<file path="src/rtl/tag_lookup_ctrl_pkg.sv">
// rtl/tag_lookup_ctrl_pkg.sv - shared types and constants for the tag lookup sequencer
// Contents:
//   TLC_AWIDTH / TLC_DWIDTH  default index and RAM entry widths
//   VALID_BIT                position of the valid flag in a RAM entry
//   TAG_MSB                  top bit of the stored tag field
//   state_t                  sequencer states INIT / IDLE / CMP
package tag_lookup_ctrl_pkg;

    localparam int TLC_AWIDTH = 3;
    localparam int TLC_DWIDTH = 14;
    localparam int VALID_BIT  = TLC_DWIDTH - 1;
    localparam int TAG_MSB    = TLC_DWIDTH - 2;

    typedef enum logic [1:0] {
        INIT = 2'd0,
        IDLE = 2'd1,
        CMP  = 2'd2
    } state_t;

endpackage

</file>
<file path="src/rtl/tag_lookup_ctrl_if.sv">
// rtl/tag_lookup_ctrl_if.sv - lookup/response/fill bus between cache FSM and tag sequencer
// Signals:
//   req_valid/req_ready/req_index/req_tag     lookup request handshake
//   rsp_valid/rsp_hit/rsp_index               one-cycle lookup result
//   fill_valid/fill_ready/fill_index/fill_tag write-valid-tag handshake
// Modports: master = cache control FSM, slave = tag_lookup_ctrl
interface tag_lookup_ctrl_if #(
    parameter int AWIDTH = 3,
    parameter int DWIDTH = 14
);
    logic              req_valid;
    logic              req_ready;
    logic [AWIDTH-1:0] req_index;
    logic [DWIDTH-2:0] req_tag;
    logic              rsp_valid;
    logic              rsp_hit;
    logic [AWIDTH-1:0] rsp_index;
    logic              fill_valid;
    logic              fill_ready;
    logic [AWIDTH-1:0] fill_index;
    logic [DWIDTH-2:0] fill_tag;

    modport master (
        output req_valid, req_index, req_tag, fill_valid, fill_index, fill_tag,
        input  req_ready, fill_ready, rsp_valid, rsp_hit, rsp_index
    );

    modport slave (
        input  req_valid, req_index, req_tag, fill_valid, fill_index, fill_tag,
        output req_ready, fill_ready, rsp_valid, rsp_hit, rsp_index
    );
endinterface

</file>
<file path="src/rtl/tag_lookup_ctrl.sv">
// rtl/tag_lookup_ctrl.sv - clear/lookup/fill sequencer for one direct-mapped tag RAM bank
// Ports:
//   clock, reset       rising-edge clock, synchronous active-high reset
//   flush              re-runs the clear sweep when seen in IDLE
//   init_done          high in IDLE or CMP
//   bus (slave)        lookup request, lookup response and fill handshakes
//   ram_addr/din/we    drive the external tag RAM
//   ram_dout           RAM read data, one cycle after the address
module tag_lookup_ctrl
    import tag_lookup_ctrl_pkg::*;
#(
    parameter int AWIDTH = TLC_AWIDTH,
    parameter int DWIDTH = TLC_DWIDTH
) (
    input  logic               clock,
    input  logic               reset,
    input  logic               flush,
    output logic               init_done,
    tag_lookup_ctrl_if.slave   bus,
    output logic [AWIDTH-1:0]  ram_addr,
    output logic [DWIDTH-1:0]  ram_din,
    output logic               ram_we,
    input  logic [DWIDTH-1:0]  ram_dout
);

    state_t            state, state_nxt;
    logic [AWIDTH-1:0] cnt;
    logic [AWIDTH-1:0] addr_q;
    logic [AWIDTH-1:0] idx_q;
    logic [DWIDTH-2:0] tag_q;
    logic              rsp_valid_q;
    logic              rsp_hit_q;
    logic [AWIDTH-1:0] rsp_index_q;
    logic              lookup_fire;

    assign init_done     = (state == IDLE) || (state == CMP);
    assign bus.rsp_valid = rsp_valid_q && !reset;
    assign bus.rsp_hit   = rsp_hit_q;
    assign bus.rsp_index = rsp_index_q;
    assign lookup_fire   = bus.req_valid && bus.req_ready;

    always_comb begin
        state_nxt      = state;
        ram_we         = 1'b0;
        ram_addr       = addr_q;
        ram_din        = '0;
        bus.req_ready  = 1'b0;
        bus.fill_ready = 1'b0;
        case (state)
            INIT: begin
                ram_we   = 1'b1;
                ram_addr = cnt;
                if (cnt == {AWIDTH{1'b1}}) state_nxt = IDLE;
            end
            IDLE: begin
                if (flush) begin
                    state_nxt = INIT;
                end else begin
                    bus.fill_ready = 1'b1;
                    // Fills win over lookups so a pending write is never stalled.
                    bus.req_ready  = !bus.fill_valid;
                    if (bus.fill_valid) begin
                        ram_we   = 1'b1;
                        ram_addr = bus.fill_index;
                        ram_din  = {1'b1, bus.fill_tag};
                    end else if (bus.req_valid) begin
                        ram_addr  = bus.req_index;
                        state_nxt = CMP;
                    end
                end
            end
            CMP: begin
                state_nxt = IDLE;
            end
            default: begin
                state_nxt = INIT;
            end
        endcase
        // Nothing reaches the RAM or the handshakes while reset is held.
        if (reset) begin
            ram_we         = 1'b0;
            bus.req_ready  = 1'b0;
            bus.fill_ready = 1'b0;
        end
    end

    always_ff @(posedge clock) begin
        if (reset) begin
            state       <= INIT;
            cnt         <= '0;
            addr_q      <= '0;
            idx_q       <= '0;
            tag_q       <= '0;
            rsp_valid_q <= 1'b0;
            rsp_hit_q   <= 1'b0;
            rsp_index_q <= '0;
        end else begin
            state       <= state_nxt;
            addr_q      <= ram_addr;
            rsp_valid_q <= (state == CMP);
            if (state == INIT) begin
                cnt <= cnt + AWIDTH'(1);
            end else begin
                cnt <= '0;
            end
            if (state == IDLE && lookup_fire) begin
                idx_q <= bus.req_index;
                tag_q <= bus.req_tag;
            end
            if (state == CMP) begin
                rsp_hit_q   <= ram_dout[VALID_BIT] && (ram_dout[TAG_MSB:0] == tag_q);
                rsp_index_q <= idx_q;
            end
        end
    end

endmodule

</file>
<file path="src/flat_wrapper.sv">
// flat-port wrapper written by rule: the top's interface ports become plain ports
module tag_lookup_ctrl_flat import tag_lookup_ctrl_pkg::*;
#(
    parameter int AWIDTH = TLC_AWIDTH,
    parameter int DWIDTH = TLC_DWIDTH
)
  (clock, reset, flush, init_done, ram_addr, ram_din, ram_we, ram_dout, bus_req_valid, bus_req_index, bus_req_tag, bus_fill_valid, bus_fill_index, bus_fill_tag, bus_req_ready, bus_fill_ready, bus_rsp_valid, bus_rsp_hit, bus_rsp_index);
  tag_lookup_ctrl_if #(.AWIDTH(AWIDTH), .DWIDTH(DWIDTH)) bus_i ();
  input  logic clock;
  input  logic reset;
  input  logic flush;
  output logic init_done;
  output logic [AWIDTH-1:0] ram_addr;
  output logic [DWIDTH-1:0] ram_din;
  output logic ram_we;
  input  logic [DWIDTH-1:0] ram_dout;
  input wire logic [$bits(bus_i.req_valid)-1:0] bus_req_valid;
  input wire logic [$bits(bus_i.req_index)-1:0] bus_req_index;
  input wire logic [$bits(bus_i.req_tag)-1:0] bus_req_tag;
  input wire logic [$bits(bus_i.fill_valid)-1:0] bus_fill_valid;
  input wire logic [$bits(bus_i.fill_index)-1:0] bus_fill_index;
  input wire logic [$bits(bus_i.fill_tag)-1:0] bus_fill_tag;
  output wire logic [$bits(bus_i.req_ready)-1:0] bus_req_ready;
  output wire logic [$bits(bus_i.fill_ready)-1:0] bus_fill_ready;
  output wire logic [$bits(bus_i.rsp_valid)-1:0] bus_rsp_valid;
  output wire logic [$bits(bus_i.rsp_hit)-1:0] bus_rsp_hit;
  output wire logic [$bits(bus_i.rsp_index)-1:0] bus_rsp_index;
  assign bus_i.req_valid = bus_req_valid;
  assign bus_i.req_index = bus_req_index;
  assign bus_i.req_tag = bus_req_tag;
  assign bus_i.fill_valid = bus_fill_valid;
  assign bus_i.fill_index = bus_fill_index;
  assign bus_i.fill_tag = bus_fill_tag;
  assign bus_req_ready = bus_i.req_ready;
  assign bus_fill_ready = bus_i.fill_ready;
  assign bus_rsp_valid = bus_i.rsp_valid;
  assign bus_rsp_hit = bus_i.rsp_hit;
  assign bus_rsp_index = bus_i.rsp_index;
  tag_lookup_ctrl #(.AWIDTH(AWIDTH), .DWIDTH(DWIDTH)) u_core (.clock(clock), .reset(reset), .flush(flush), .init_done(init_done), .bus(bus_i), .ram_addr(ram_addr), .ram_din(ram_din), .ram_we(ram_we), .ram_dout(ram_dout));
endmodule
</file>
<file path="config.mk">
export PLATFORM = sky130hd
export DESIGN_NAME = tag_lookup_ctrl_flat
export DESIGN_NICKNAME = d
export VERILOG_FILES = /design/src/rtl/tag_lookup_ctrl_pkg.sv /design/src/rtl/tag_lookup_ctrl_if.sv /design/src/rtl/tag_lookup_ctrl.sv /design/src/flat_wrapper.sv
export SDC_FILE = /design/constraint.sdc
export NUM_CORES = 1
export LEC_CHECK = 0
export BUFFER_PORTS_ARGS = -buffer_cell sky130_fd_sc_hd__buf_2
export CAP_MARGIN = 0
export CORE_UTILIZATION = 40
export DETAILED_ROUTE_END_ITERATION = 16
export HOLD_SLACK_MARGIN = 0.1
export PLACE_DENSITY = 0.69
export SLEW_MARGIN = 10
export SYNTH_ARGS = -nofsm -noshare
export SYNTH_HDL_FRONTEND = slang
export SYNTH_SLANG_ARGS = --single-unit
</file>
<file path="constraint.sdc">
create_clock -name clock -period 2.05 [get_ports clock]
set_clock_uncertainty 0.2 [all_clocks]
set_input_delay 0.1025 -clock clock [delete_from_list [all_inputs] [get_ports clock]]
set_output_delay 0.1025 -clock clock [all_outputs]
set_load 0.1 [all_outputs]
</file>
==> metrics, run 1 <==
worst path required time=1750 ps; DRT iter0 DRCs=37; Die H=63.85 um; clk sink count=29; placed cell areas=2242 um2; core region area=3661 um2; Post-synth top cells=dfxtp_1, nor2_1, mux2i_1; final hold violation count=0; area grow syn2layout=75.39%; Max Cap Viol=0; Root Driver=clkbuf_8; Final Instance Area=2684 um2; CTS tree=done; outcome=finished, final reports clean; cts bufs inserted=5; final critical-path required period=1992 ps; layout cells sized above 1=39.18%; ys async rst share=0%; first-pass GRT wire length=7452 um; DR DRC count=0; initial antenna violation count=0; CP endpoint kind=primary output; Die ar.=4077 um2; DR vias/cell=4.889; count leader, synth=dfxtp_1; DRT Pass-1 Iters=4; Yosys top cell by area=dfxtp_1; hold crit path type=in -> reg; syn avg cell area=9.388 um2; via count=1545; crit path DAT=1690 ps; Cells after Synth=163; Post-synth EDFFs=0; Syn. warnings=0; Antenna Cells=0; GPL Wtd Cong=0.7409; final net count=325; Hold Slack=115.4 ps; Tot Pwr=2.543 mW; unrepaired setup endpoints after global routing=false; grt total ovfl=0; LEAKAGE=1.373 nW; Synth area leaders=dfxtp_1, mux2i_1, xor2_1; All-Layer GR Usage=24.25%; worst slew pin tran=494.3 ps; Cell Count, Final, Fillers Out=316; crit-path max FO=4; row count=22; Yosys cell types=35; Clock transition at path regs=70 ps; Detail Route Antenna Nets=0; Primary FF master, synth=dfxtp_1; syn_nets=221; Initial Util=41.80%; hpwl dp=2930 um; Worst Setup Start Kind=flop; pwr dens=947.4 nW/um2; Final setup viols=0; io pins=77; largest net degree at the start of global routing=23; vias in the first global route=1619; CTS max path bufs=2; slew margin rel.=67.27%; final period utilization=97.19%; htree depth=2; Mapped Area=1530 um2; worst vdd ir=0.7257 mV; maximum clock frequency=501.9 MHz; wire per inst=14.37 um; Synth Register Bits=29; Slew Limit Fails=0; sequential area share after synthesis=37.94%; Cells after DPL=279; Post-Route WL=4541 um; Setup Crit Path Kind=reg -> out; Yosys top cell area share=37.94%; worst-skew pair later-pin latency=290 ps; Die X=63.85 um; PortBufs=76
-- worst max-delay path, stage by stage (launching register included) --
cell and delay [ps]:
dfxtp_2 370, inv_2 80, ha_1 190, nor2b_4 130, and2_2 230, a21oi_2 190
nor2_4 50, buf_12 160
-- final cells by class --
cell class / count / area (um2)
sequential: 29 / 583.1
clock inverter: 2 / 37.54
multi-input combinational: 121 / 940.9
clock buffer: 6 / 82.58
inverter: 3 / 11.26
fill: 262 / 977.2
tap: 48 / 60.06
timing repair buffer: 107 / 968.4
-- stage by stage --
step	setup slack (ps)	setup TNS [ps]	utilization, %
after global routing	17.79	0	73.31
after global placement	279.0	0	61.24
after detailed placement	173.0	0	61.24
final	57.61	0	73.31
after floorplan	-156.8	-156.8	-
after CTS	-35.44	-104.0	72.45
-- what timing repair did --
item                                   4_1_cts  5_1_grt
setup endpoints to repair                    5        6
gates resized for setup                      2        8
buffers inserted                             2        0
hold buffers                                27        0
endpoints found under the hold margin       21        0
-- path summary, 6_finish.rpt --
path,to,cells past startpoint,slack (ps),startpoint
worst min register to register,u_core.cnt[0],1,260,u_core.cnt[0]
worst max register to register,u_core.idx_q[0],8,100,u_core.state[1]
worst max-delay path,ram_we,7,60,u_core.state[1]
worst min-delay path,u_core.state[1],4,120,bus_req_valid
-- cells in the final DEF (no fill, tap or decap), drive strengths merged, types with 2 or more instances in the layout --
master | Yosys | routed
a21oi | 5 | 5
a22oi | 3 | 3
and3 | 13 | 13
and3b | 2 | 2
buf | 2 | 80
clkbuf | 8 | 6
dfxtp | 29 | 29
dlygate4sd3 | 0 | 27
ha | 7 | 7
inv | 3 | 3
mux2i | 20 | 20
nand2 | 3 | 3
nand2b | 5 | 5
nor2 | 25 | 25
nor2b | 5 | 5
nor3 | 2 | 2
nor4 | 3 | 3
o211ai | 2 | 2
o21ai | 2 | 2
o32a | 2 | 2
xor2 | 12 | 12
-- cells by family (layout without fill, tap and decap cells) --
| kind of cell | after synthesis | after routing | share of synthesized area (%) |
|---|---|---|---|
| adder cells (fa/ha/maj) | 7 | 7 | 5.723 |
| AO/OA/AOI/OAI | 17 | 17 | 7.849 |
| flip-flops | 29 | 29 | 37.94 |
| XOR/XNOR | 13 | 13 | 7.441 |
| AND/OR/NAND/NOR | 64 | 64 | 23.14 |
| buffers and inverters | 13 | 118 | 4.824 |
| multiplexers | 20 | 20 | 13.08 |
-- state kept, by name (all words and copies together) (netlist names) --
signal / count
u_core.addr_q: 3
u_core.bus.rsp_hit: 1
u_core.bus.rsp_index: 3
u_core.cnt: 3
u_core.idx_q: 3
u_core.rsp_valid_q: 1
u_core.state: 2
u_core.tag_q: 13
-- report_power, final --
part	internal, mW	switching [mW]	leakage, nW
combinational	0.469	0.795	1.08
sequential	0.614	0.0419	0.235
clock	0.395	0.228	0.0574
total	1.48	1.07	1.37
-- per-layer routing --
metal	global-route usage, %	routed length, um	vias to the layer above
met2	46.28	2446	65
met4	9.091	70	0
met1	23.60	1680	705
met5	0	0	-
met3	8.393	344	7
li1	-	-	768
Power figures use the tool's default switching activity.
==> run 2: changes to the inputs <==
- CORE_ASPECT_RATIO: not set -> 0.6
==> metrics, run 2 (synthesis results as in run 1) <==
pwr dens=914.1 nW/um2 (-3.5%); Int Pwr=1.322 mW (-11%); Detail Route Antenna Nets=0 (unchanged); DR DRC count=0 (unchanged); final critical-path required period=1969 ps (-22.90 ps); critical path's top delay family=simple AND/OR/NAND/NOR gates; grt total ovfl=0 (unchanged); Setup Crit Path Kind=reg -> out; vias in the first global route=1397 (-14%); CP peak stage delay=370 ps (about the same); placed cell areas=2246 um2 (+0.17%); CTS tree=done; combinational power share=53.6% (+3.9 points); Die H=49.91 um (-22%); Final setup viols=0 (unchanged); slowest cell on the critical path=dfxtp_2; Worst Setup Start Kind=flop; Hold EP=u_core.addr_q[0]; DR vias/cell=4.799 (-1.9%); DRT iter0 DRCs=74 (+100%); crit path DAT=1670 ps (-20 ps); LEAKAGE=1.335 nW (-2.8%); CP endpoint kind=primary output; hpwl dp=3130 um (+6.8%); clk sink count=29 (unchanged); DRT Pass-1 Iters=4 (unchanged); Largest Register=u_core.tag_q; HP Start=bus_fill_index[0]; io pins=77 (unchanged); worst vdd ir=1.090 mV (+50%); via count=1478 (-4.3%); hold crit path type=in -> reg; Initial Util=44.44% (+2.6 points); Clock power frac=18.8% (-5.7 points); core region area=3443 um2 (-5.9%); worst-path cell chain=inv_2, ha_1, nor2b_4, and2_2, a21oi_4, nor2_4, buf_12; CTS max path bufs=2 (unchanged); GPL Wtd Cong=0.7413 (about the same); Buffers & Inverters on Critical Path=2 (unchanged); area grow syn2layout=70.24%; utilization after layout=75.65% (+2.3 points); Hold Slack=102.7 ps (-12.69 ps); layout cells sized above 1=39.92% (+0.74 points); row count=16 (-27%); commonest non-fill, non-tap cell in the layout=buf_2; initial antenna violation count=0 (unchanged); Die ar.=4085 um2 (+0.20%); PortBufs=76 (unchanged); Largest register FFs=13 (unchanged); Tot Pwr=2.381 mW (-6.3%); htree depth=2 (unchanged); worst-skew pair later-pin latency=270 ps (-20 ps); worst path required time=1750 ps (about the same); Clock transition at path regs=60 ps (about the same); worst slew pin tran=492.5 ps (-1.814 ps); power share of the sequential group=27.6% (+1.8 points); first-pass GRT wire length=6755 um (-9.4%); cts bufs inserted=5 (unchanged); wire per inst=14.15 um (-1.5%); Max Cap Viol=0 (unchanged); Post-Route WL=4359 um (-4.0%); reg-to-reg startpoint=u_core.tag_q[1]; Reg2Reg Capture Point=u_core.bus.rsp_hit; unrepaired setup endpoints after global routing=false; final net count=320 (-1.5%); maximum clock frequency=507.7 MHz (+1.2%); Die X=81.85 um (+28%); Psw=1.060 mW (-0.54%); outcome=finished, final reports clean; All-Layer GR Usage=22.57% (-1.7 points); Worst Reg-to-Reg Cells=5 (-3); largest net degree at the start of global routing=22 (-4.3%); Min-Delay Path Depth=4 (unchanged); Root Driver=clkbuf_8; Final Instance Area=2605 um2 (-2.9%); crit-path max FO=5 (+1); Antenna Cells=0 (unchanged); final period utilization=96.07% (-1.1 points); slew margin rel.=67.39% (+0.12 points); final hold violation count=0 (unchanged); Slew Limit Fails=0 (unchanged); setup slack, reg-to-reg=170 ps (+70 ps); most frequent cells in the layout=buf_2, dfxtp_1, nor2_1, dlygate4sd3_1, mux2i_1; Sw Share=44.50% (+2.6 points)
## run 2: layout make-up
type | instances | area (um2)
clock inverters | 2 | 10.01
multi-input cells | 121 | 948.4
well taps | 45 | 56.30
repair buffers | 102 | 923.4
inverters | 3 | 11.26
fillers | 239 | 838.3
flip-flops and latches | 29 | 583.1
clock buffers | 6 | 72.57
## run 2: worst reg2reg max path, stage by stage, from the launching register on
cell and delay, ps:
dfxtp_1 320, xor2_1 160, nor4_1 320, nand2_1 90
dlygate4sd3_1 570, o32ai_1 130
## run 2: worst max path at each step
stage | cells past startpoint | to | startpoint
2_1_floorplan | 6 | ram_we | u_core.state[1]
3_3_place_gp | 7 | ram_we | u_core.state[1]
3_5_place_dp | 7 | u_core.idx_q[0] | u_core.state[1]
4_1_cts | 6 | ram_addr[1] | u_core.state[1]
5_1_grt | 7 | ram_we | u_core.state[1]
6_report | 7 | ram_we | u_core.state[1]
## run 2: layer usage
layer / GRT usage (%) / vias up / wire [um]
met3: 6.296 / 4 / 225
met4: 4.386 / 0 / 21
met2: 32.78 / 40 / 1880
li1: - / 758 / -
met5: 0 / - / 0
met1: 32.85 / 676 / 2231
## run 2: power groups by stage
stage	Clock [mW]	Combinational [mW]	Sequential (mW)
floorplan	0	0.791	0.649
global placement	0	1.15	0.658
detailed placement	0	1.16	0.660
CTS	0.454	1.22	0.649
global route	0.484	1.34	0.662
finish	0.449	1.28	0.657
## run 2: stage by stage
stage               std cells  setup slack [ps]  setup TNS (ps)
detailed placement        277             172.7               0
floorplan                 163            -156.8          -156.8
global route              308             1.442               0
finish                    308             80.51               0
CTS                       308             3.071               0
global placement          277             225.9               0
## run 2: repair_timing
action / in CTS / in global routing
setup endpoints to repair: 5 / 28
hold buffers: 21 / 0
endpoints found under the hold margin: 20 / 0
cloned: 0 / 0
resized for setup: 3 / 10
setup buffers: 2 / 0
==> run 3: changes to the inputs <==
- CORE_ASPECT_RATIO: 0.6 -> not set
- CORE_UTILIZATION: 40 -> 45
- PLACE_DENSITY: 0.69 -> 0.76
==> metrics, run 3 (synthesis results as in run 1) <==
outcome=finished, final reports clean; All-Layer GR Usage=25.64% (+3.1 points); CP endpoint kind=primary output; final hold violation count=0 (unchanged); CP endpoint=ram_din[1]; Clock transition at path regs=80 ps (+20 ps); CTS tree=done; vias in the first global route=1553 (+11%); initial antenna violation count=0 (unchanged); Crit. Startpoint=u_core.state[1]; GR peak layer=met2; Tot Pwr=2.304 mW (-3.2%); Worst Setup Start Kind=flop; routing usage on met2=43.96% (+11 points); hold crit path type=in -> reg; Setup Crit Path Kind=reg -> out; crit path DAT=1690 ps (+20 ps); wire per inst=14.48 um (+2.3%); CP peak stage delay=360 ps (about the same); worst-path cell chain=inv_2, ha_1, nor2b_4, buf_6, and3_1, buf_12; final net count=322 (+0.63%); Die X=60.32 um (-26%); pwr dens=883.3 nW/um2 (-3.4%); DRT Pass-1 Iters=4 (unchanged); Cells after DPL=275 (-0.72%); fillers=187 (-22%); slowest cell on the critical path=dfxtp_4; Reg2Reg Capture Point=u_core.bus.rsp_hit; CTS max path bufs=2 (unchanged); met3 Use GR=8.658% (+2.4 points); Buffers & Inverters on Critical Path=3 (+1); Die ar.=3638 um2 (-11%); maximum clock frequency=501.7 MHz (-1.2%); Detail Route Antenna Nets=0 (unchanged); Crit path depth=6 (-1); io pins=77 (unchanged); LEAKAGE=1.333 nW (-0.13%); row count=20 (+4); crit-path max FO=15 (+10); htree depth=2 (unchanged); worst-skew pair later-pin latency=330 ps (+60 ps); grt total ovfl=0 (unchanged); largest net degree at the start of global routing=22 (unchanged); DR DRC count=0 (unchanged); DR vias/cell=5.117 (+6.6%); PortBufs=76 (unchanged); final period utilization=97.22% (+1.2 points); first-pass GRT wire length=6782 um (+0.40%); Final setup viols=0 (unchanged); slew margin rel.=67.16% (-0.23 points); Slew Limit Fails=0 (unchanged); Worst Reg-to-Reg Cells=6 (+1); cts bufs inserted=5 (unchanged); worst slew pin tran=496.0 ps (+3.505 ps); Max Cap Viol=0 (unchanged); hpwl dp=2723 um (-13%); area grow syn2layout=70.48%; Root Driver=clkbuf_4; unrepaired setup endpoints after global routing=true; commonest non-fill, non-tap cell in the layout=buf_2; core region area=3128 um2 (-9.2%); reg-to-reg startpoint=u_core.state[0]; worst vdd ir=0.5900 mV (-46%); worst path required time=1750 ps (about the same); Cell Count, Final, Fillers Out=308 (unchanged); Initial Util=48.92% (+4.5 points); via count=1576 (+6.6%); Post-Route WL=4459 um (+2.3%); met1 usage=28.42% (-4.4 points); setup slack, reg-to-reg=90 ps (-80 ps); clk sink count=29 (unchanged); final critical-path required period=1993 ps (+23.62 ps); Largest Register=u_core.tag_q; critical path's top delay family=buffers and inverters; Antenna Cells=0 (unchanged); Die H=60.32 um (+21%); layout cells sized above 1=40.15% (+0.23 points); GPL Wtd Cong=0.8200 (+11%); most frequent cells in the layout=buf_2, dfxtp_1, dlygate4sd3_1, nor2_1, mux2i_1; DRT iter0 DRCs=59 (-20%); Largest register FFs=13 (unchanged)
==> run 3: worst reg2reg max path, delay by kind of cell (launching register included) <==
kind | cells | cell delay [ps]
buffers and inverters | 2 | 710
AO/OA/AOI/OAI | 1 | 130
adder cells (fa/ha/maj) | 1 | 200
flip-flops | 1 | 370
AND/OR/NAND/NOR | 2 | 300
==> run 3: area by class of cell <==
class                   count  area [um2]  share of cell area, %
clock buffers               7       55.05                  2.110
inverters                   3       11.26                 0.4317
multi-input cells         121       962.2                  36.88
flip-flops and latches     29       585.6                  22.45
well taps                  44       55.05                  2.110
repair buffers            104       939.7                  36.02
==> run 3: through the flow <==
stage	TNS [ps]	cell area, um2	utilization [%]	worst slack [ps]	hold slack (ps)
2_1_floorplan	-156.8	1564	-	-156.8	-14.18
3_3_place_gp	0	2237	71.52	267.1	134.3
3_5_place_dp	0	2237	71.52	183.7	139.0
4_1_cts	0	2550	81.52	1.255	111.2
5_1_grt	-139.1	2609	83.40	-48.49	180.2
6_report	0	2609	83.40	56.89	124.2
==> run 3: how the worst min path moves through the flow <==
stage / end / depth (start not counted) / slack (ps) / start
4_1_cts: u_core.addr_q[2] / 4 / 110 / bus_req_valid
2_1_floorplan: u_core.rsp_valid_q / 1 / -10 / reset
3_5_place_dp: u_core.tag_q[0] / 3 / 140 / bus_req_tag[0]
3_3_place_gp: u_core.tag_q[6] / 3 / 130 / bus_req_tag[6]
6_report: u_core.addr_q[2] / 4 / 120 / bus_req_valid
5_1_grt: u_core.addr_q[2] / 4 / 180 / bus_req_valid
==> run 3: repair_timing <==
item / 4_1_cts / 5_1_grt
buffers inserted: 2 / 1
resized for setup: 5 / 12
hold endpoints to repair: 22 / 0
hold buffers: 23 / 0
endpoints found under the setup margin: 5 / 23
==> run 3: power by group <==
part | leakage [nW] | switching [mW] | internal (mW)
Combinational | 1.07 | 0.817 | 0.484
Sequential | 0.236 | 0.0412 | 0.613
Clock | 0.0314 | 0.188 | 0.162
==> run 3: per-layer routing <==
metal / vias to the layer above / routed length (um)
met5: - / 0
li1: 767 / -
met4: 0 / 99
met3: 12 / 348
met1: 723 / 1791
met2: 74 / 2219
